<file path="config.mk">
export PLATFORM = sky130hd
export DESIGN_NAME = result_collector_flat
export DESIGN_NICKNAME = d
export VERILOG_FILES = /design/src/rtl/result_collector_if.sv /design/src/rtl/result_collector.sv /design/src/flat_wrapper.sv
export SDC_FILE = /design/constraint.sdc
export NUM_CORES = 1
export LEC_CHECK = 0
export BUFFER_PORTS_ARGS = -buffer_cell sky130_fd_sc_hd__buf_2
export CELL_PAD_IN_SITES_DETAIL_PLACEMENT = 1
export CELL_PAD_IN_SITES_GLOBAL_PLACEMENT = 1
export CORE_ASPECT_RATIO = 1.1
export CORE_UTILIZATION = 40
export CTS_BUF_LIST = sky130_fd_sc_hd__clkbuf_16
export DETAILED_ROUTE_END_ITERATION = 8
export PLACE_DENSITY = 0.59
export SETUP_SLACK_MARGIN = 0.4
export SLEW_MARGIN = 10
export SYNTH_ARGS = -nofsm -noshare
export SYNTH_HDL_FRONTEND = slang
export SYNTH_SLANG_ARGS = --single-unit
</file>
<file path="constraint.sdc">
create_clock -name clk -period 2.65 [get_ports clk]
set_input_delay 0.265 -clock clk [delete_from_list [all_inputs] [get_ports clk]]
set_output_delay 0.265 -clock clk [all_outputs]
set_load 0.02 [all_outputs]
</file>
<file path="src/rtl/result_collector_if.sv">
// Handshake/bus bundle between the MAC output serializer, the result
// collector and the host readback logic.
//   master : drives start, in_valid, in_data, rd_addr; observes status/readback
//   slave  : the collector itself (consumes stream, produces status/readback)
interface result_collector_if #(
  parameter int unsigned DATA_W = 19,
  parameter int unsigned N      = 8,
  parameter int unsigned ADDR_W = 6
);
  logic                   start;
  logic                   in_valid;
  logic [DATA_W-1:0]      in_data;
  logic [ADDR_W-1:0]      rd_addr;
  logic [DATA_W-1:0]      rd_data;
  logic                   busy;
  logic                   done;
  logic                   overrun;
  logic [ADDR_W:0]        wr_count;
  logic [DATA_W-1:0]      row_max;
  logic [$clog2(N)-1:0]   row_max_idx;
  logic                   row_max_valid;

  modport master (
    output start, in_valid, in_data, rd_addr,
    input  rd_data, busy, done, overrun, wr_count, row_max, row_max_idx, row_max_valid
  );

  modport slave (
    input  start, in_valid, in_data, rd_addr,
    output rd_data, busy, done, overrun, wr_count, row_max, row_max_idx, row_max_valid
  );
endinterface

</file>
<file path="src/rtl/result_collector.sv">
// Collects one row-major N x N result matrix from the serialized MAC stream
// into an internal RAM, reports each completed row's maximum and offers a
// registered (1-cycle) read port.
// Ports:
//   clk          system clock, posedge
//   rst          asynchronous active-high reset
//   bus (slave)  start/in_valid/in_data stream in, rd_addr/rd_data readback,
//                busy/done/overrun/wr_count status, row_max* row report
module result_collector #(
  parameter int unsigned DATA_W = 19,
  parameter int unsigned N      = 8,
  parameter int unsigned ADDR_W = 6
) (
  input  logic               clk,
  input  logic               rst,
  result_collector_if.slave  bus
);

  localparam int unsigned ROW_W = $clog2(N);
  localparam int unsigned CNT_W = ADDR_W + 1;
  localparam int unsigned DEPTH = N * N;

  typedef enum logic [1:0] {S_IDLE, S_COLLECT, S_DONE} state_t;

  state_t              r_state;
  logic [ADDR_W-1:0]   r_wr_addr;
  logic [ROW_W-1:0]    r_col;
  logic [ROW_W-1:0]    r_row;
  logic [CNT_W-1:0]    r_wr_count;
  logic [DATA_W-1:0]   r_run_max;
  logic                r_busy;
  logic                r_done;
  logic                r_overrun;
  logic [DATA_W-1:0]   r_row_max;
  logic [ROW_W-1:0]    r_row_max_idx;
  logic                r_row_max_valid;
  logic [DATA_W-1:0]   r_rd_data;
  logic [DATA_W-1:0]   r_mem [DEPTH];

  logic                w_accept;
  logic                w_row_end;
  logic                w_last;
  logic [DATA_W-1:0]   w_cur_max;

  // A start on the same cycle as a valid element wins; the element is discarded.
  assign w_accept  = (r_state == S_COLLECT) && bus.in_valid && !bus.start;
  assign w_row_end = (r_col == ROW_W'(N - 1));
  assign w_last    = (r_wr_addr == ADDR_W'(DEPTH - 1));
  // Running max restarts from the first element of each row.
  assign w_cur_max = ((r_col != '0) && (r_run_max > bus.in_data)) ? r_run_max : bus.in_data;

  // Control FSM, counters and row-max reporting.
  always_ff @(posedge clk or posedge rst) begin
    if (rst) begin
      r_state         <= S_IDLE;
      r_wr_addr       <= '0;
      r_col           <= '0;
      r_row           <= '0;
      r_wr_count      <= '0;
      r_run_max       <= '0;
      r_busy          <= 1'b0;
      r_done          <= 1'b0;
      r_overrun       <= 1'b0;
      r_row_max       <= '0;
      r_row_max_idx   <= '0;
      r_row_max_valid <= 1'b0;
    end else begin
      r_row_max_valid <= 1'b0;
      if (bus.start) begin
        r_state    <= S_COLLECT;
        r_wr_addr  <= '0;
        r_col      <= '0;
        r_row      <= '0;
        r_wr_count <= '0;
        r_run_max  <= '0;
        r_overrun  <= 1'b0;
        r_busy     <= 1'b1;
        r_done     <= 1'b0;
      end else begin
        case (r_state)
          S_COLLECT: begin
            if (w_accept) begin
              r_wr_addr  <= r_wr_addr + ADDR_W'(1);
              r_wr_count <= r_wr_count + CNT_W'(1);
              r_run_max  <= w_cur_max;
              if (w_row_end) begin
                r_col           <= '0;
                r_row           <= r_row + ROW_W'(1);
                r_row_max       <= w_cur_max;
                r_row_max_idx   <= r_row;
                r_row_max_valid <= 1'b1;
              end else begin
                r_col <= r_col + ROW_W'(1);
              end
              if (w_last) begin
                r_state <= S_DONE;
                r_busy  <= 1'b0;
                r_done  <= 1'b1;
              end
            end
          end
          S_IDLE, S_DONE: begin
            if (bus.in_valid) r_overrun <= 1'b1;
          end
          default: r_state <= S_IDLE;
        endcase
      end
    end
  end

  // Result RAM; not reset.
  always_ff @(posedge clk) begin
    if (w_accept) r_mem[r_wr_addr] <= bus.in_data;
  end

  // Registered read port, read-before-write on address collision.
  always_ff @(posedge clk or posedge rst) begin
    if (rst) r_rd_data <= '0;
    else     r_rd_data <= r_mem[bus.rd_addr];
  end

  assign bus.rd_data       = r_rd_data;
  assign bus.busy          = r_busy;
  assign bus.done          = r_done;
  assign bus.overrun       = r_overrun;
  assign bus.wr_count      = r_wr_count;
  assign bus.row_max       = r_row_max;
  assign bus.row_max_idx   = r_row_max_idx;
  assign bus.row_max_valid = r_row_max_valid;

endmodule

</file>
<file path="src/flat_wrapper.sv">
// flat-port wrapper written by rule: the top's interface ports become plain ports
module result_collector_flat 
#(
  parameter int unsigned DATA_W = 19,
  parameter int unsigned N      = 8,
  parameter int unsigned ADDR_W = 6
)
  (clk, rst, bus_start, bus_in_valid, bus_in_data, bus_rd_addr, bus_rd_data, bus_busy, bus_done, bus_overrun, bus_wr_count, bus_row_max, bus_row_max_idx, bus_row_max_valid);
  result_collector_if #(.DATA_W(DATA_W), .N(N), .ADDR_W(ADDR_W)) bus_i ();
  input  logic clk;
  input  logic rst;
  input wire logic [$bits(bus_i.start)-1:0] bus_start;
  input wire logic [$bits(bus_i.in_valid)-1:0] bus_in_valid;
  input wire logic [$bits(bus_i.in_data)-1:0] bus_in_data;
  input wire logic [$bits(bus_i.rd_addr)-1:0] bus_rd_addr;
  output wire logic [$bits(bus_i.rd_data)-1:0] bus_rd_data;
  output wire logic [$bits(bus_i.busy)-1:0] bus_busy;
  output wire logic [$bits(bus_i.done)-1:0] bus_done;
  output wire logic [$bits(bus_i.overrun)-1:0] bus_overrun;
  output wire logic [$bits(bus_i.wr_count)-1:0] bus_wr_count;
  output wire logic [$bits(bus_i.row_max)-1:0] bus_row_max;
  output wire logic [$bits(bus_i.row_max_idx)-1:0] bus_row_max_idx;
  output wire logic [$bits(bus_i.row_max_valid)-1:0] bus_row_max_valid;
  assign bus_i.start = bus_start;
  assign bus_i.in_valid = bus_in_valid;
  assign bus_i.in_data = bus_in_data;
  assign bus_i.rd_addr = bus_rd_addr;
  assign bus_rd_data = bus_i.rd_data;
  assign bus_busy = bus_i.busy;
  assign bus_done = bus_i.done;
  assign bus_overrun = bus_i.overrun;
  assign bus_wr_count = bus_i.wr_count;
  assign bus_row_max = bus_i.row_max;
  assign bus_row_max_idx = bus_i.row_max_idx;
  assign bus_row_max_valid = bus_i.row_max_valid;
  result_collector #(.DATA_W(DATA_W), .N(N), .ADDR_W(ADDR_W)) u_core (.clk(clk), .rst(rst), .bus(bus_i));
endmodule
</file>
# After elaboration in Yosys (flattened, before gate mapping)
# Memory sizes are Yosys's and may differ from the RTL's. A register that Yosys moved wholly into a read port is not among the register bits.
# Cells that the tools add are included.
[classes]
n_addsub = 4
n_lt_le_gt_ge = 1
eq_ne = 7
mux = 39
n_bitwise = 1
n_reduce_logical = 19
[ops]
columns = ["cell", "n"]
rows = [
  ["$mux W19", 4],
  ["$mux W3", 8],
  ["$mux W7", 3],
  ["$gt A19 B19 Y1", 1],
  ["$mux W6", 3],
  ["$mux W1", 17],
  ["$reduce_bool A2 Y1", 6],
  ["$reduce_and A3 Y1", 3],
  ["$add A7 B1 Y7 const B", 1],
  ["$add A3 B1 Y3 const B", 2],
  ["$add A6 B1 Y6 const B", 1],
  ["$eq A6 B6 Y1 const B", 1],
  ["$mux W2", 3],
  ["$ne A3 B2 Y1 const B", 2],
  ["$pmux W2 S2", 1],
  ["$reduce_and A2 Y1", 2],
  ["$reduce_and A4 Y1", 1],
  ["$eq A3 B3 Y1 const B", 1],
  ["$logic_and A1 B1 Y1", 3],
  ["$reduce_bool A3 Y1", 1],
  ["$eq A2 B1 Y1 const B", 1],
  ["$eq A2 B2 Y1 const B", 1],
  ["$logic_not A2 Y1", 1],
  ["$ne A2 B2 Y1 const B", 1],
  ["other kinds (3)", 3],
]
[totals]
regBits = 66
mem_bits_rw = 1216
output_inout_bits = 52
word_cells = 84
n_memories = 1
[memory_table]
columns = ["name", "words", "word_bits", "rd", "rd_clocked_by_memory_dff", "wr", "line_no", "text"]
rows = [
  ["u_core.r_mem", 64, 19, 1, 1, 1, "result_collector.sv:38", "logic [DATA_W-1:0] r_mem [DEPTH];"],
]

# Logic depth before layout (Yosys ltp)
[logic_depth]
word_depth = 6
ltp_mapped = 10

# Worst setup path before layout
# No wires, ideal clock.
[synth_path]
kind = "flip-flop to flip-flop"
startpoint = "reg u_core.r_state[1]"
endpoint = "mem u_core.r_mem[53][0], enable pin"
setup_time_ns = 0.395
arrival_ns = 2.374
required_time_ns = 2.255
path_slack_ns = -0.119
stages_incl_launch_ff = 7
path_cell_list = "dfrtp_1 > nand2b_1 > or2_2 > clkbuf_1 > nor3_1 > nand3_1 > nor2_1"
[synth_via]
elab_chain_cells = 5
[synth_lines]
columns = ["element", "line_no", "text"]
rows = [
  ["start, declared", "result_collector.sv:25", "state_t r_state;"],
  ["start signal, assigned", "result_collector.sv:55", "r_state <= S_IDLE;"],
  ["start signal, assigned", "result_collector.sv:70", "r_state <= S_COLLECT;"],
  ["start signal, assigned", "result_collector.sv:96", "r_state <= S_DONE;"],
  ["$eq A2 B1 Y1", "result_collector.sv:46", "assign w_accept = (r_state == S_COLLECT) && bus.in_valid && !bus.start;"],
  ["$logic_and A1 B1 Y1 (2 in series)", "result_collector.sv:46", ""],
  ["$mux W1", "result_collector.sv:113", "if (w_accept) r_mem[r_wr_addr] <= bus.in_data;"],
  ["$mux W1 (implied by the code)", "result_collector.sv:113", ""],
  ["end, declared", "result_collector.sv:38", ""],
]
# Every way passes these cells.

# Worst setup path after layout
[layout_path]
startpoint = "reg u_core.r_run_max[14]"
endpoint = "reg u_core.r_row_max[14] (netlist: u_core.bus.row_max[14])"
[layout_via]
elab_chain_cells = 3
[layout_lines]
columns = ["element", "line_no", "text"]
rows = [
  ["start, declared", "result_collector.sv:30", "logic [DATA_W-1:0] r_run_max;"],
  ["start signal, assigned", "result_collector.sv:85", "r_run_max <= w_cur_max;"],
  ["$gt A19 B19 Y1", "result_collector.sv:50", "assign w_cur_max = ((r_col != '0) && (r_run_max > bus.in_data)) ? r_run_max : bus.in_data;"],
  ["$logic_and A1 B1 Y1", "result_collector.sv:50", ""],
  ["$mux W19 (*)", "result_collector.sv:50", ""],
  ["end signal, assigned", "result_collector.sv:89", "r_row_max <= w_cur_max;"],
  ["end, declared", "result_collector.sv:34", "logic [DATA_W-1:0] r_row_max;"],
]
# Every way passes the cells marked *; elsewhere a longest branch is shown, timed or not.
# A chain may end at the register's enable or synchronous reset.

==> flow_metrics.py <==
metrics = {
    "run_status": {
        "status": "completed",
    },
    "placement": {
        "gp_congestion": 0.782,
        "place_hpwl_mm": 78.0,
        "port_buffers": 80,
    },
    "setup_path": {
        "cp-start-kind": "flip-flop",
        "required_ns": 3.31,
        "arrival_ns": 2.94,
        "crit_chain": "ha_4 -> nand4_1 -> nor4_2 -> buf_4 -> buf_4 -> a41o_4 -> buf_6 -> o21ai_1 -> a31oi_1",
        "rr_worst_depth": 9,
        "cp_slowest_stage_delay_ns": 0.44,
        "crit_type": "reg2reg",
        "path_buf_inv": 3,
        "critPathMaxFanout": 6,
        "end_kind": "flip-flop",
        "r2r_slack_ns": 0.37,
        "r2r-end": "u_core.bus.row_max[14]",
        "crit_path_top_delay_cell": "dfrtp_1",
        "cpMostUsedCell": "buf_4",
        "crit_family": "compound AO/OA/AOI/OAI gates",
        "timing.rr.start": "u_core.r_run_max[14]",
    },
    "power_and_ir_drop": {
        "p_leak_nw": 19.5,
        "vdd_drop_max_v": 0.000676,
        "pwr-share-comb": 0.058,
        "p_sw_frac": 0.216,
        "power.internal_mw": 34.6,
        "seqPwrFrac": 0.513,
        "power_density_nw_per_um2": 738,
        "p_switching_mw": 9.56,
        "p_clk_frac": 0.430,
    },
    "timing": {
        "fin_crit_ns": 2.28,
        "fin_crit_sh": 0.859,
        "slew_violations": 0,
        "holdWs_ns": 0.115,
        "setup_viol": 0,
        "worstMarginPinSlew_ns": 0.903,
        "maxSlewHeadroom": 0.398,
        "fmax_ghz": 0.439,
        "fin_setup_tns_ns": 0,
        "final_hold_viol_count": 0,
        "rsz0062_at_grt": "true",
        "fin_worst_skew_ns": 0.0193,
    },
    "floorplan": {
        "rows": 135,
        "dieArea_sq_um": 127000,
        "die_x_um": 340,
        "core_area_sq_um": 124000,
        "ios": 81,
        "start_util": 0.405,
        "die_h_um": 374,
    },
    "drt": {
        "firstDrtPassIters": 5,
        "vias": 24400,
        "drt-initial-drc-count": 2234,
        "via_per_inst": 5.67,
        "wl_mm": 135,
        "postRouteAntennaNets": 0,
        "wire_per_inst_um": 31.2,
        "remaining_drc_errors": 0,
    },
    "global_routing": {
        "grt_pass1_wl_mm": 193,
        "grt_antenna_before_repair": 8,
        "grt.total_usage": 0.215,
        "grt_start_max_net_pins": 67,
        "overflow": 0,
        "first_global_vias": 26100,
    },
    "cts": {
        "tritoncts": "done",
        "cts_root_buf": "clkbuf_16",
        "clock_path_buffers": 3,
        "cts.clk_slew.worst_paths_ns": 0.06,
        "numCtsBuffers": 138,
        "htree_levels": 4,
        "cts_sinks": 1301,
        "insertion_delay_ns": 0.76,
    },
    "layout": {
        "drive_gt1_frac": 0.368,
        "area_growth_pct": 19.2,
        "n_fill_cell": 11000,
        "nNetsFinal": 2607,
        "fin_util": 0.483,
    },
    "yosys": {
        "ys_dominant_reg_cell": "edfxtp_1",
        "netlist_instances": 2242,
        "synth_top_area_share": 0.728,
        "synth_edf_count": 1216,
        "netlist_area_sq_um": 50200,
        "synth_cell_types": 39,
        "seq_area_frac_synth": 0.770,
        "async_flop_share": 0.0653,
        "avgSynthCellArea_sq_um": 22.4,
        "syn_nets": 2296,
        "ys_ff_latch": 1301,
        "yosys.area.top_type": "edfxtp_1",
        "yosysWarnings": 0,
        "synth_area_leaders": "edfxtp_1 (73%), mux4_2 (17%), dfrtp_1 (4.2%)",
    },
    "min_path": {
        "min_path_type": "in2async",
    },
    "job": {
        "drv_cap": 0,
    },
}
## layout by cell type, fill, tap and decap left out, types with 23 or more instances in the layout
| master | instances |
|---|---|
| mux4_2 | 380 |
| buf_2 | 77 |
| nor2_2 | 31 |
| clkinv_1 | 24 |
| nor2_1 | 60 |
| nand3_1 | 23 |
| buf_4 | 108 |
| o22ai_1 | 38 |
| buf_12 | 80 |
| clkbuf_16 | 143 |
| edfxtp_1 | 1216 |
| inv_1 | 54 |
| nor2_4 | 33 |
| nand2_1 | 59 |
| dfrtp_1 | 84 |
## layout make-up
type	instances	area (sq um)	area share
Tap cell	1644	2060	0.0344
Antenna cell	6	15.0	0.000251
Multi-Input combinational cell	793	11500	0.192
Inverter	26	100	0.00167
Clock inverter	105	846	0.0141
Clock buffer	143	3580	0.0598
Timing Repair Buffer	293	3120	0.0522
Sequential cell	1301	38600	0.646
## per-layer routing
layer	wire, um	GRT usage	vias to the layer above
met5	0	0	-
met1	55800	0.289	13500
met2	67300	0.356	771
met3	8200	0.0408	166
li1	-	-	10000
met4	3190	0.0613	0
## registers in the layout, indices dropped and copies added (netlist names), 2 cells and up
signal and count:
u_core.bus.rd_data 19, u_core.bus.row_max 19, u_core.bus.row_max_idx 3, u_core.bus.wr_count 7, u_core.r_col 3, u_core.r_mem 1216
u_core.r_row 3, u_core.r_run_max 19, u_core.r_state 2, u_core.r_wr_addr 6
## kinds of logic (layout without fill, tap and decap cells)
kind of cell,after synthesis,after routing,synth area share
compound gates,106,106,0.0125
simple gates,248,248,0.0210
buf+inv,148,567,0.0132
xor+xnor,13,13,0.00227
mux,401,401,0.175
other cells,0,6,0
flops,1301,1301,0.770
fa+ha+maj,25,25,0.00623
## through the flow
step,instances,instance area [sq um],total power [mW],worst slack [ns]
2_1_floorplan,2242,50500,24.3,0.143
3_3_place_gp,4035,54900,25.5,0.107
3_5_place_dp,4035,54900,25.5,0.107
4_1_cts,4300,59600,44.6,0.349
5_1_grt,4305,59800,45.4,0.273
6_report,4311,59800,44.2,0.373
## worst min-delay path, cell delays in order
cell	delay [ns]
dlygate4sd3_1	0.52
buf_2	0.13
inv_4	0.42
## how the worst max path moves through the flow
stage / startpoint / to / slack [ns] / depth (start not counted)
2_1_floorplan: u_core.r_state[1] / u_core.r_mem[59][0] / 0.14 / 5
3_3_place_gp: bus_rd_addr[0] / u_core.bus.rd_data[12] / 0.11 / 7
3_5_place_dp: bus_in_data[12] / u_core.bus.row_max[10] / 0.11 / 11
4_1_cts: u_core.r_run_max[13] / u_core.r_run_max[14] / 0.35 / 9
5_1_grt: u_core.r_run_max[14] / u_core.bus.row_max[2] / 0.27 / 10
6_report: u_core.r_run_max[14] / u_core.bus.row_max[14] / 0.37 / 9
## power by group through the flow
stage	Combinational, mW	Clock, mW	Sequential, mW
final	2.55	19.0	22.6
after global routing	2.70	20.0	22.6
after CTS	2.52	19.4	22.6
after detailed placement	2.47	0	23.1
after global placement	2.41	0	23.1
after floorplan	1.22	0	23.1
## cell usage after synthesis (10+ instances only)
library cell	count
nand4_1	10
nand3_1	25
o21ai_0	24
xor2_1	10
ha_1	25
dfrtp_1	85
nor2_1	124
edfxtp_1	1216
a21oi_1	17
clkbuf_1	67
a31oi_1	19
inv_1	26
o22ai_1	38
buf_2	29
nand2_1	64
mux4_2	380
buf_4	11
mux2i_1	18
buf_1	11
## repair_timing
action / 4_1_cts / 5_1_grt
gates cloned: 0 / 2
endpoints found under the setup margin: 830 / 377
resized for setup: 30 / 60
setup buffers: 12 / 3
hold buffers: 5 / 0
endpoints found under the hold margin: 56 / 0
pin swaps: 8 / 28
Power figures use the tool's default switching activity.
